## config.mk

```make
export PLATFORM = sky130hd
export DESIGN_NAME = uart_tx_arbiter_flat
export DESIGN_NICKNAME = d
export VERILOG_FILES = /design/src/rtl/uart_tx_arbiter_if.sv /design/src/rtl/uart_tx_arbiter.sv /design/src/flat_wrapper.sv
export SDC_FILE = /design/constraint.sdc
export NUM_CORES = 1
export LEC_CHECK = 0
export BUFFER_PORTS_ARGS = -buffer_cell sky130_fd_sc_hd__buf_4
export CORE_MARGIN = 2
export CORE_UTILIZATION = 44
export DETAILED_ROUTE_END_ITERATION = 12
export PLACE_DENSITY = 0.85
export SLEW_MARGIN = 20
export SYNTH_ARGS = -nofsm -noshare
export SYNTH_HDL_FRONTEND = slang
export SYNTH_SLANG_ARGS = --single-unit
export TNS_END_PERCENT = 5
```

## constraint.sdc

```tcl
create_clock -name clk -period 2.8 [get_ports clk]
set_clock_uncertainty 0.15 [all_clocks]
set_input_delay 0.14 -clock clk [delete_from_list [all_inputs] [get_ports clk]]
set_output_delay 0.14 -clock clk [all_outputs]
set_load 0.02 [all_outputs]
```

## src/rtl/uart_tx_arbiter_if.sv

```systemverilog
// Bus-side requesters and TX FIFO write port of the UART TX arbiter.
// master drives requests and FIFO status; slave is the arbiter.
interface uart_tx_arbiter_if #(
  parameter int NUM_REQ    = 4,
  parameter int DATA_WIDTH = 32
);
  localparam int IW = $clog2(NUM_REQ);

  logic [NUM_REQ-1:0]            req_valid;
  logic [NUM_REQ-1:0]            req_last;
  logic [NUM_REQ*DATA_WIDTH-1:0] req_data;
  logic [NUM_REQ-1:0]            req_ready;
  logic                          fifo_full;
  logic                          fifo_wr_en;
  logic [DATA_WIDTH-1:0]         fifo_wr_data;
  logic [IW-1:0]                 grant_id;
  logic                          busy;

  modport master (
    output req_valid,
    output req_last,
    output req_data,
    output fifo_full,
    input  req_ready,
    input  fifo_wr_en,
    input  fifo_wr_data,
    input  grant_id,
    input  busy
  );

  modport slave (
    input  req_valid,
    input  req_last,
    input  req_data,
    input  fifo_full,
    output req_ready,
    output fifo_wr_en,
    output fifo_wr_data,
    output grant_id,
    output busy
  );
endinterface

```

## src/rtl/uart_tx_arbiter.sv

```systemverilog
// Round-robin owner of the UART TX FIFO write port, bounded bursts.
// Define UART_ARB_TIMEOUT_EN to release owners that stop sending.
module uart_tx_arbiter #(
  parameter int NUM_REQ    = 4,
  parameter int DATA_WIDTH = 32,
  parameter int MAX_BURST  = 4,
  parameter int TIMEOUT    = 16
) (
  input logic              clk,
  input logic              reset,
  uart_tx_arbiter_if.slave bus
);
  localparam int IW = $clog2(NUM_REQ);
  localparam int BW = 4;

  typedef enum logic {
    IDLE,
    GRANT
  } state_t;

  state_t state_q;
  state_t state_d;

  logic [IW-1:0]         rr_q;
  logic [IW-1:0]         rr_d;
  logic [IW-1:0]         gid_q;
  logic [IW-1:0]         gid_d;
  logic [IW-1:0]         gid_inc;
  logic [IW-1:0]         sel_idx;
  logic [IW-1:0]         probe;
  logic [BW-1:0]         burst_q;
  logic [BW-1:0]         burst_d;
  logic [DATA_WIDTH-1:0] data_q;
  logic [DATA_WIDTH-1:0] data_d;
  logic [DATA_WIDTH-1:0] slice;
  logic                  sel_any;
  logic                  own_valid;
  logic                  own_last;
  logic                  xfer;
  logic                  burst_end;
  logic                  stall_exp;
  int                    j;

  assign own_valid = bus.req_valid[gid_q];
  assign own_last  = bus.req_last[gid_q];
  assign burst_end = (burst_q == BW'(MAX_BURST - 1));
  assign gid_inc   = (gid_q == IW'(NUM_REQ - 1))
                   ? '0 : gid_q + 1'b1;

  assign bus.busy     = (state_q == GRANT);
  assign bus.grant_id = gid_q;

  // Lowest offset from rr_q wins, so scan offsets high to low.
  always_comb begin
    sel_any = 1'b0;
    sel_idx = rr_q;
    probe   = '0;
    j       = 0;
    for (int k = NUM_REQ - 1; k >= 0; k--) begin
      j = int'(rr_q) + k;
      if (j >= NUM_REQ) j = j - NUM_REQ;
      probe = IW'(j);
      if (bus.req_valid[probe]) begin
        sel_any = 1'b1;
        sel_idx = probe;
      end
    end
  end

  always_comb begin
    slice = '0;
    for (int i = 0; i < NUM_REQ; i++) begin
      if (gid_q == IW'(i))
        slice = bus.req_data[i*DATA_WIDTH +: DATA_WIDTH];
    end
  end

`ifdef UART_ARB_TIMEOUT_EN
  localparam int SW = $clog2(TIMEOUT + 1);

  logic [SW-1:0] stall_q;
  logic [SW-1:0] stall_d;

  // Full-FIFO cycles are not the owner's fault; hold the count.
  always_comb begin
    stall_d   = stall_q;
    stall_exp = 1'b0;
    if (state_q != GRANT || xfer) begin
      stall_d = '0;
    end else if (!own_valid && !bus.fifo_full) begin
      if (stall_q == SW'(TIMEOUT - 1))
        stall_exp = 1'b1;
      else
        stall_d = stall_q + 1'b1;
    end
  end

  always_ff @(posedge clk) begin
    if (!reset) stall_q <= '0;
    else        stall_q <= stall_d;
  end
`else
  localparam int unused_timeout = TIMEOUT;

  assign stall_exp = 1'b0;
`endif

  always_comb begin
    state_d          = state_q;
    rr_d             = rr_q;
    gid_d            = gid_q;
    burst_d          = burst_q;
    data_d           = data_q;
    xfer             = 1'b0;
    bus.req_ready    = '0;
    bus.fifo_wr_en   = 1'b0;
    bus.fifo_wr_data = data_q;
    unique case (state_q)
      IDLE: begin
        if (sel_any) begin
          state_d = GRANT;
          gid_d   = sel_idx;
          burst_d = '0;
        end
      end
      GRANT: begin
        xfer                 = own_valid & ~bus.fifo_full;
        bus.fifo_wr_en       = xfer;
        bus.req_ready[gid_q] = xfer;
        bus.fifo_wr_data     = slice;
        data_d               = slice;
        if (xfer) burst_d = burst_q + 1'b1;
        if ((xfer && (own_last || burst_end))
            || stall_exp) begin
          rr_d    = gid_inc;
          state_d = IDLE;
        end
      end
      default: state_d = IDLE;
    endcase
  end

  always_ff @(posedge clk) begin
    if (!reset) begin
      state_q <= IDLE;
      rr_q    <= '0;
      gid_q   <= '0;
      burst_q <= '0;
      data_q  <= '0;
    end else begin
      state_q <= state_d;
      rr_q    <= rr_d;
      gid_q   <= gid_d;
      burst_q <= burst_d;
      data_q  <= data_d;
    end
  end
endmodule

```

## src/flat_wrapper.sv

```systemverilog
// flat-port wrapper written by rule: the top's interface ports become plain ports
module uart_tx_arbiter_flat 
#(
  parameter int NUM_REQ    = 4,
  parameter int DATA_WIDTH = 32,
  parameter int MAX_BURST  = 4,
  parameter int TIMEOUT    = 16
)
  (clk, reset, bus_req_valid, bus_req_last, bus_req_data, bus_fifo_full, bus_req_ready, bus_fifo_wr_en, bus_fifo_wr_data, bus_grant_id, bus_busy);
  uart_tx_arbiter_if #(.NUM_REQ(NUM_REQ), .DATA_WIDTH(DATA_WIDTH)) bus_i ();
  input logic clk;
  input logic reset;
  input wire logic [$bits(bus_i.req_valid)-1:0] bus_req_valid;
  input wire logic [$bits(bus_i.req_last)-1:0] bus_req_last;
  input wire logic [$bits(bus_i.req_data)-1:0] bus_req_data;
  input wire logic [$bits(bus_i.fifo_full)-1:0] bus_fifo_full;
  output wire logic [$bits(bus_i.req_ready)-1:0] bus_req_ready;
  output wire logic [$bits(bus_i.fifo_wr_en)-1:0] bus_fifo_wr_en;
  output wire logic [$bits(bus_i.fifo_wr_data)-1:0] bus_fifo_wr_data;
  output wire logic [$bits(bus_i.grant_id)-1:0] bus_grant_id;
  output wire logic [$bits(bus_i.busy)-1:0] bus_busy;
  assign bus_i.req_valid = bus_req_valid;
  assign bus_i.req_last = bus_req_last;
  assign bus_i.req_data = bus_req_data;
  assign bus_i.fifo_full = bus_fifo_full;
  assign bus_req_ready = bus_i.req_ready;
  assign bus_fifo_wr_en = bus_i.fifo_wr_en;
  assign bus_fifo_wr_data = bus_i.fifo_wr_data;
  assign bus_grant_id = bus_i.grant_id;
  assign bus_busy = bus_i.busy;
  uart_tx_arbiter #(.NUM_REQ(NUM_REQ), .DATA_WIDTH(DATA_WIDTH), .MAX_BURST(MAX_BURST), .TIMEOUT(TIMEOUT)) u_core (.clk(clk), .reset(reset), .bus(bus_i));
endmodule
```

==> results_dict.tcl, run 1 <==
set metrics [dict create \
    min_path_type "in2reg" \
    nFillCells 544 \
    tightest_slew_ns 0.613 \
    synth_area_sq_mm 0.00289 \
    ys_seq_area_share_pct 28.4 \
    grt_max_degree 66 \
    firstDrtPassIters 5 \
    vias 3487 \
    multi_input_area_sq_mm 0.00179 \
    gp_routability_congestion 0.850 \
    p_total_mw 1.87 \
    start_util_pct 45.4 \
    cts_sinks 41 \
    ios 179 \
    hold_viol_final 0 \
    first_global_vias 3410 \
    cts_inserted_buffers 5 \
    ant_nets 0 \
    netlist_instances 398 \
    core_sq_mm 0.00635 \
    r2r_slack_ns 0.64 \
    p_leak_nw 2.06 \
    final_min_period_over_clock_period_pct 91.5 \
    io_buffers 178 \
    drive_gt1_share_pct 36.1 \
    p_per_area_mw_per_mm2 429 \
    drc 0 \
    die_area_sq_mm 0.00722 \
    synthArstFlopShare_pct 0 \
    drt_iter0_drc 201 \
    dp_hpwl_mm 6.82 \
    synth_top_cell_area_share_pct 28.4 \
    start_kind "flip-flop" \
    cp.arrival_ns 2.27 \
    crit_type "reg2out" \
    setup_violations 0 \
    cp-end-kind "output port" \
    yosysWarnings 0 \
    die_h_um 85.0 \
    routedWlPerCell_um 14.7 \
    finalWirelength_mm 9.29 \
    cts-root-buf "clkbuf_8" \
    insertion_delay_ns 0.29 \
    synth.area.top_cells "dfxtp_1, a221o_1, nand3b_1, and2_1, a31oi_1" \
    via_per_inst 5.53 \
    avgSynthCellArea_sq_um 7.25 \
    synth_ff_type "dfxtp_1" \
    htreeDepth 2 \
    cts_tree "yes" \
    grt_use_total_pct 24.8 \
    seq_area_sq_um 822 \
    ys_seq_elements 41 \
    diodes 0 \
    rsz0062_at_grt "false" \
    gr-total-overflow 0 \
    period_needed_ns 2.56 \
    num-nets-final 698 \
    yosysUniqueCellTypes 32 \
    syn-num-nets 542 \
    yosys-top-cells-count "dfxtp_1, nand2_1, nor2_1, a21oi_1, inv_1" \
    slew_headroom_pct 58.8 \
    synth-edff-count 0 \
    status "complete, no violations" \
    crit_fanout 33 \
    cts_resized 0 \
    cts_hold_buffers 0 \
    fmax_mhz 390 \
    cts_setup_buffers 0 \
    path_clk_slew_ns 0.08 \
    rows 29 \
    grt_pass1_wl_mm 14.9 \
    area_growth_pct 51.0 \
    maxSlewViolCount 0 \
    synth_area_leader_cell "dfxtp_1" \
    die_w_um 85.0 \
    maxCapViolCount 0 \
    worst-endpoint-required_ns 2.51 \
    vdd_ir_drop_max_mv 0.267 \
    cts.path.max_buffers 2 \
    finalSetupTns_ns 0 \
    grt_antenna_before_repair 0 \
]
per-layer routing:
layer  global-route usage, %  share of wire (%)  routed length, um  vias up
met5                       0                  0                  0        -
met4                    8.08                2.2                208        0
met3                    4.86                7.2                667       16
met2                    44.2                 50               4610      147
met1                    29.7                 41               3800     1616
li1                        -                  -                  -     1708
final cells by class:
cell class	instances	area share, %
clock buffer	5	1.58
clock inverter	2	0.804
timing repair buffer	187	32.5
sequential	41	18.9
multi-input combinational	284	41.0
inverter	35	3.01
tap	77	2.21
sequential cells by signal (all words and copies together) (netlist names):
| signal | count |
|---|---|
| u_core.bus.busy | 1 |
| u_core.rr_q | 2 |
| u_core.burst_q | 4 |
| u_core.data_q | 32 |
| u_core.bus.grant_id | 2 |
worst paths after layout:
path	cells past startpoint	end	from
max reg2reg	7	u_core.data_q[20]	u_core.bus.grant_id[1]
min reg2reg	2	u_core.rr_q[0]	u_core.rr_q[0]
min	3	u_core.bus.grant_id[1]	bus_req_valid[3]
max	7	bus_fifo_wr_data[20]	u_core.bus.grant_id[1]
worst max-delay path: stages, from the launching register on:
cell,delay [ns]
dfxtp_1,0.49
inv_1,0.13
ha_2,0.20
buf_4,0.22
nand3b_1,0.21
a221o_1,0.31
a31oi_1,0.23
buf_4,0.18
metrics by stage:
stage	hold slack, ns	cell area, sq um	setup slack [ns]	cells	utilization [%]
CTS	0.0516	4360	0.264	631	68.6
global placement	0.332	4250	0.676	624	67.0
finish	0.0581	4360	0.237	631	68.6
floorplan	0.139	2890	0.341	398	-
global route	0.0543	4360	0.119	631	68.6
detailed placement	0.360	4250	0.593	624	67.0
cell families after synthesis:
family          Yosys count  share of synthesized area, %
buf+inv                  73                          9.84
simple gates            164                          30.2
fa+ha+maj                 5                          2.17
mux                       5                          2.73
flops                    41                          28.4
compound gates          108                          26.0
xor+xnor                  2                         0.607
layout by cell type (no fill, tap or decap), drive strengths merged:
| cell | synthesis | final |
|---|---|---|
| a21boi | 1 | 1 |
| a21oi | 35 | 35 |
| a221o | 32 | 32 |
| a31oi | 32 | 32 |
| and2 | 34 | 34 |
| and3 | 6 | 6 |
| buf | 7 | 187 |
| bufinv | 0 | 1 |
| clkbuf | 31 | 5 |
| clkinv | 0 | 1 |
| dfxtp | 41 | 41 |
| ha | 5 | 5 |
| inv | 35 | 35 |
| mux2i | 3 | 3 |
| mux4 | 2 | 2 |
| nand2 | 41 | 41 |
| nand2b | 3 | 3 |
| nand3 | 3 | 3 |
| nand3b | 32 | 32 |
| nor2 | 37 | 37 |
| nor2b | 4 | 4 |
| nor3 | 1 | 1 |
| nor3b | 1 | 1 |
| nor4 | 1 | 1 |
| o21ai | 5 | 5 |
| o221ai | 1 | 1 |
| o22ai | 2 | 2 |
| or3b | 1 | 1 |
| xor2 | 2 | 2 |
report_power, final:
group / switching, mW / internal [mW] / total (mW)
Combinational: 0.363 / 0.389 / 0.752
Clock: 0.204 / 0.259 / 0.464
Sequential: 0.0181 / 0.634 / 0.652
No activity file was read; power rests on OpenSTA's default activity.
==> inputs of run 2 (changes only) <==
- CORE_UTILIZATION: 44 -> 47
- PLACE_DENSITY: 0.85 -> 0.9
- clock period: 2.8 -> 3.1 ns (I/O delays scaled with it)
==> run 2 against run 1 <==
Register-to-register slack is essentially flat. Setup slack got worse by 0.014 ns. Largest cell class unchanged. Hold slack better by 0.034 ns. Sequential cell count is the same. Non-clock buffer count down 3. Power fell by 6.9%. Sequential power shrank 8.7%. Sequential share of layout area down 0.059 points. Clock power barely moved. Cell area grew 0.32%. Highest routed layer unchanged.
==> results_dict.tcl, run 2 (synthesis gave the netlist of run 1 again) <==
set metrics [dict create \
    largest_register_ffs 32 \
    setup_violations 0 \
    maxCapViolCount 0 \
    drive_gt1_share_pct 35.9 \
    p_per_area_mw_per_mm2 398 \
    io_buffers 178 \
    ant_nets 0 \
    diodes 0 \
    ios 179 \
    layout_common_cells "buf_4, nand2_1, dfxtp_1" \
    crit_chain "inv_1, ha_2, buf_12, a21oi_1, a221o_1, a31oi_1, buf_4" \
    largestRegisters "u_core.data_q (32), u_core.burst_q (4)" \
    cts.path.max_buffers 2 \
    first_global_vias 3474 \
    path_clk_slew_ns 0.09 \
    gr-total-overflow 0 \
    ff2ff_path_depth 7 \
    dpl_cell_area_sq_mm 0.00424 \
    cts_sinks 41 \
    insertion_delay_ns 0.29 \
    cts_tree "yes" \
    drc 0 \
    cts_inserted_buffers 5 \
    vdd_ir_drop_max_mv 0.271 \
    maxSlewViolCount 0 \
    die_w_um 82.4 \
    min_path_type "in2reg" \
    dp_hpwl_mm 7.26 \
    die_h_um 82.4 \
    cts-root-buf "clkbuf_8" \
    period_needed_ns 2.88 \
    cp_slowest_cell "ha_2" \
    grt_antenna_before_repair 0 \
    p_leak_nw 2.05 \
    routedWlPerCell_um 15.9 \
    cp_slowest_stage_delay_ns 0.60 \
    hold-path-cell-count 3 \
    tightest_slew_ns 0.624 \
    firstDrtPassIters 4 \
    final_area_sq_mm 0.00437 \
    worst-path-buf-inv 3 \
    crit_family "compound AO/OA/AOI/OAI gates" \
    cp.arrival_ns 2.57 \
    grt_max_degree 66 \
    vias 3532 \
    area_growth_pct 51.5 \
    htreeDepth 2 \
    final_min_period_over_clock_period_pct 92.8 \
    drt_iter0_drc 211 \
    die_area_sq_mm 0.00678 \
    cp-end-kind "output port" \
    crit_type "reg2out" \
    start_kind "flip-flop" \
    gp_routability_congestion 0.875 \
    cp.depth 7 \
    rows 28 \
    grt_use_total_pct 29.0 \
    finalSetupTns_ns 0 \
    grt_pass1_wl_mm 15.5 \
    top_register "u_core.data_q" \
    rsz0062_at_grt "false" \
    hold_viol_final 0 \
    start_util_pct 48.7 \
    num-nets-final 695 \
    whs_ns 0.0924 \
    finalWirelength_mm 9.97 \
    core_sq_mm 0.00592 \
    slew_headroom_pct 58.0 \
    status "complete, no violations" \
    final_common_cell "buf_4" \
    worst-endpoint-required_ns 2.79 \
    nFillCells 444 \
    fmax_mhz 348 \
    crit_fanout 34 \
    cts_setup_buffers 0 \
    via_per_inst 5.63 \
]
-- run 2: changes by cell type in the layout (fill, tap and decap cells not counted), sizes merged --
cell      change
clkinv        -1
clkinvlp      +1
clkbuf        +1
buf           -3
-- run 2: final timing paths --
path,slack [ns],end,start
worst max-delay path,0.22,bus_fifo_wr_data[14],u_core.bus.grant_id[0]
worst min-delay path,0.09,u_core.bus.grant_id[1],bus_req_valid[3]
worst max register to register,0.65,u_core.data_q[12],u_core.bus.grant_id[0]
worst min register to register,0.38,u_core.rr_q[0],u_core.rr_q[0]
-- run 2: cell type report --
cell class                      count  area (sq um)  area share [%]
Clock buffer                        6          82.6            1.89
Multi-Input combinational cell    284          1800            41.1
Sequential cell                    41           822            18.8
Clock inverter                      2          37.5           0.859
Tap cell                           75          93.8            2.15
Timing Repair Buffer              184          1410            32.2
Inverter                           35           131            3.01
-- run 2: timing repair --
item / CTS / global route
hold buffers: 0 / 0
gates resized for setup: 0 / 1
setup endpoints to repair: 0 / 32
-- run 2: per-stage QoR --
step / util (%) / setup WS, ns / power, mW / std cells
5_1_grt: 73.8 / 0.0392 / 1.82 / 627
2_1_floorplan: - / 0.641 / 0.975 / 398
4_1_cts: 73.7 / 0.113 / 1.74 / 627
3_3_place_gp: 71.6 / 0.510 / 1.27 / 619
6_report: 73.8 / 0.223 / 1.74 / 627
3_5_place_dp: 71.6 / 0.427 / 1.28 / 619
-- run 2: power by group --
group | internal, mW | switching, mW | total (mW) | leakage, nW
Combinational | 0.353 | 0.328 | 0.681 | 1.66
Sequential | 0.573 | 0.0223 | 0.595 | 0.339
Clock | 0.262 | 0.201 | 0.463 | 0.0574
-- run 2: layer usage --
layer  global-route usage, %  routed length [um]  vias to the layer above
met5                       0                   0                        -
met4                    11.3                 277                        0
met3                    6.20                 841                       30
met2                    52.9                4920                      169
met1                    32.6                3930                     1629
li1                        -                   -                     1704
-- run 2: tightest hold or removal path, delay by kind of cell --
kind	cells	cell delay, ns
and+or+nand+nor	1	0.06
AOI/OAI and AO/OA	1	0.16
buffers and inverters	1	0.11
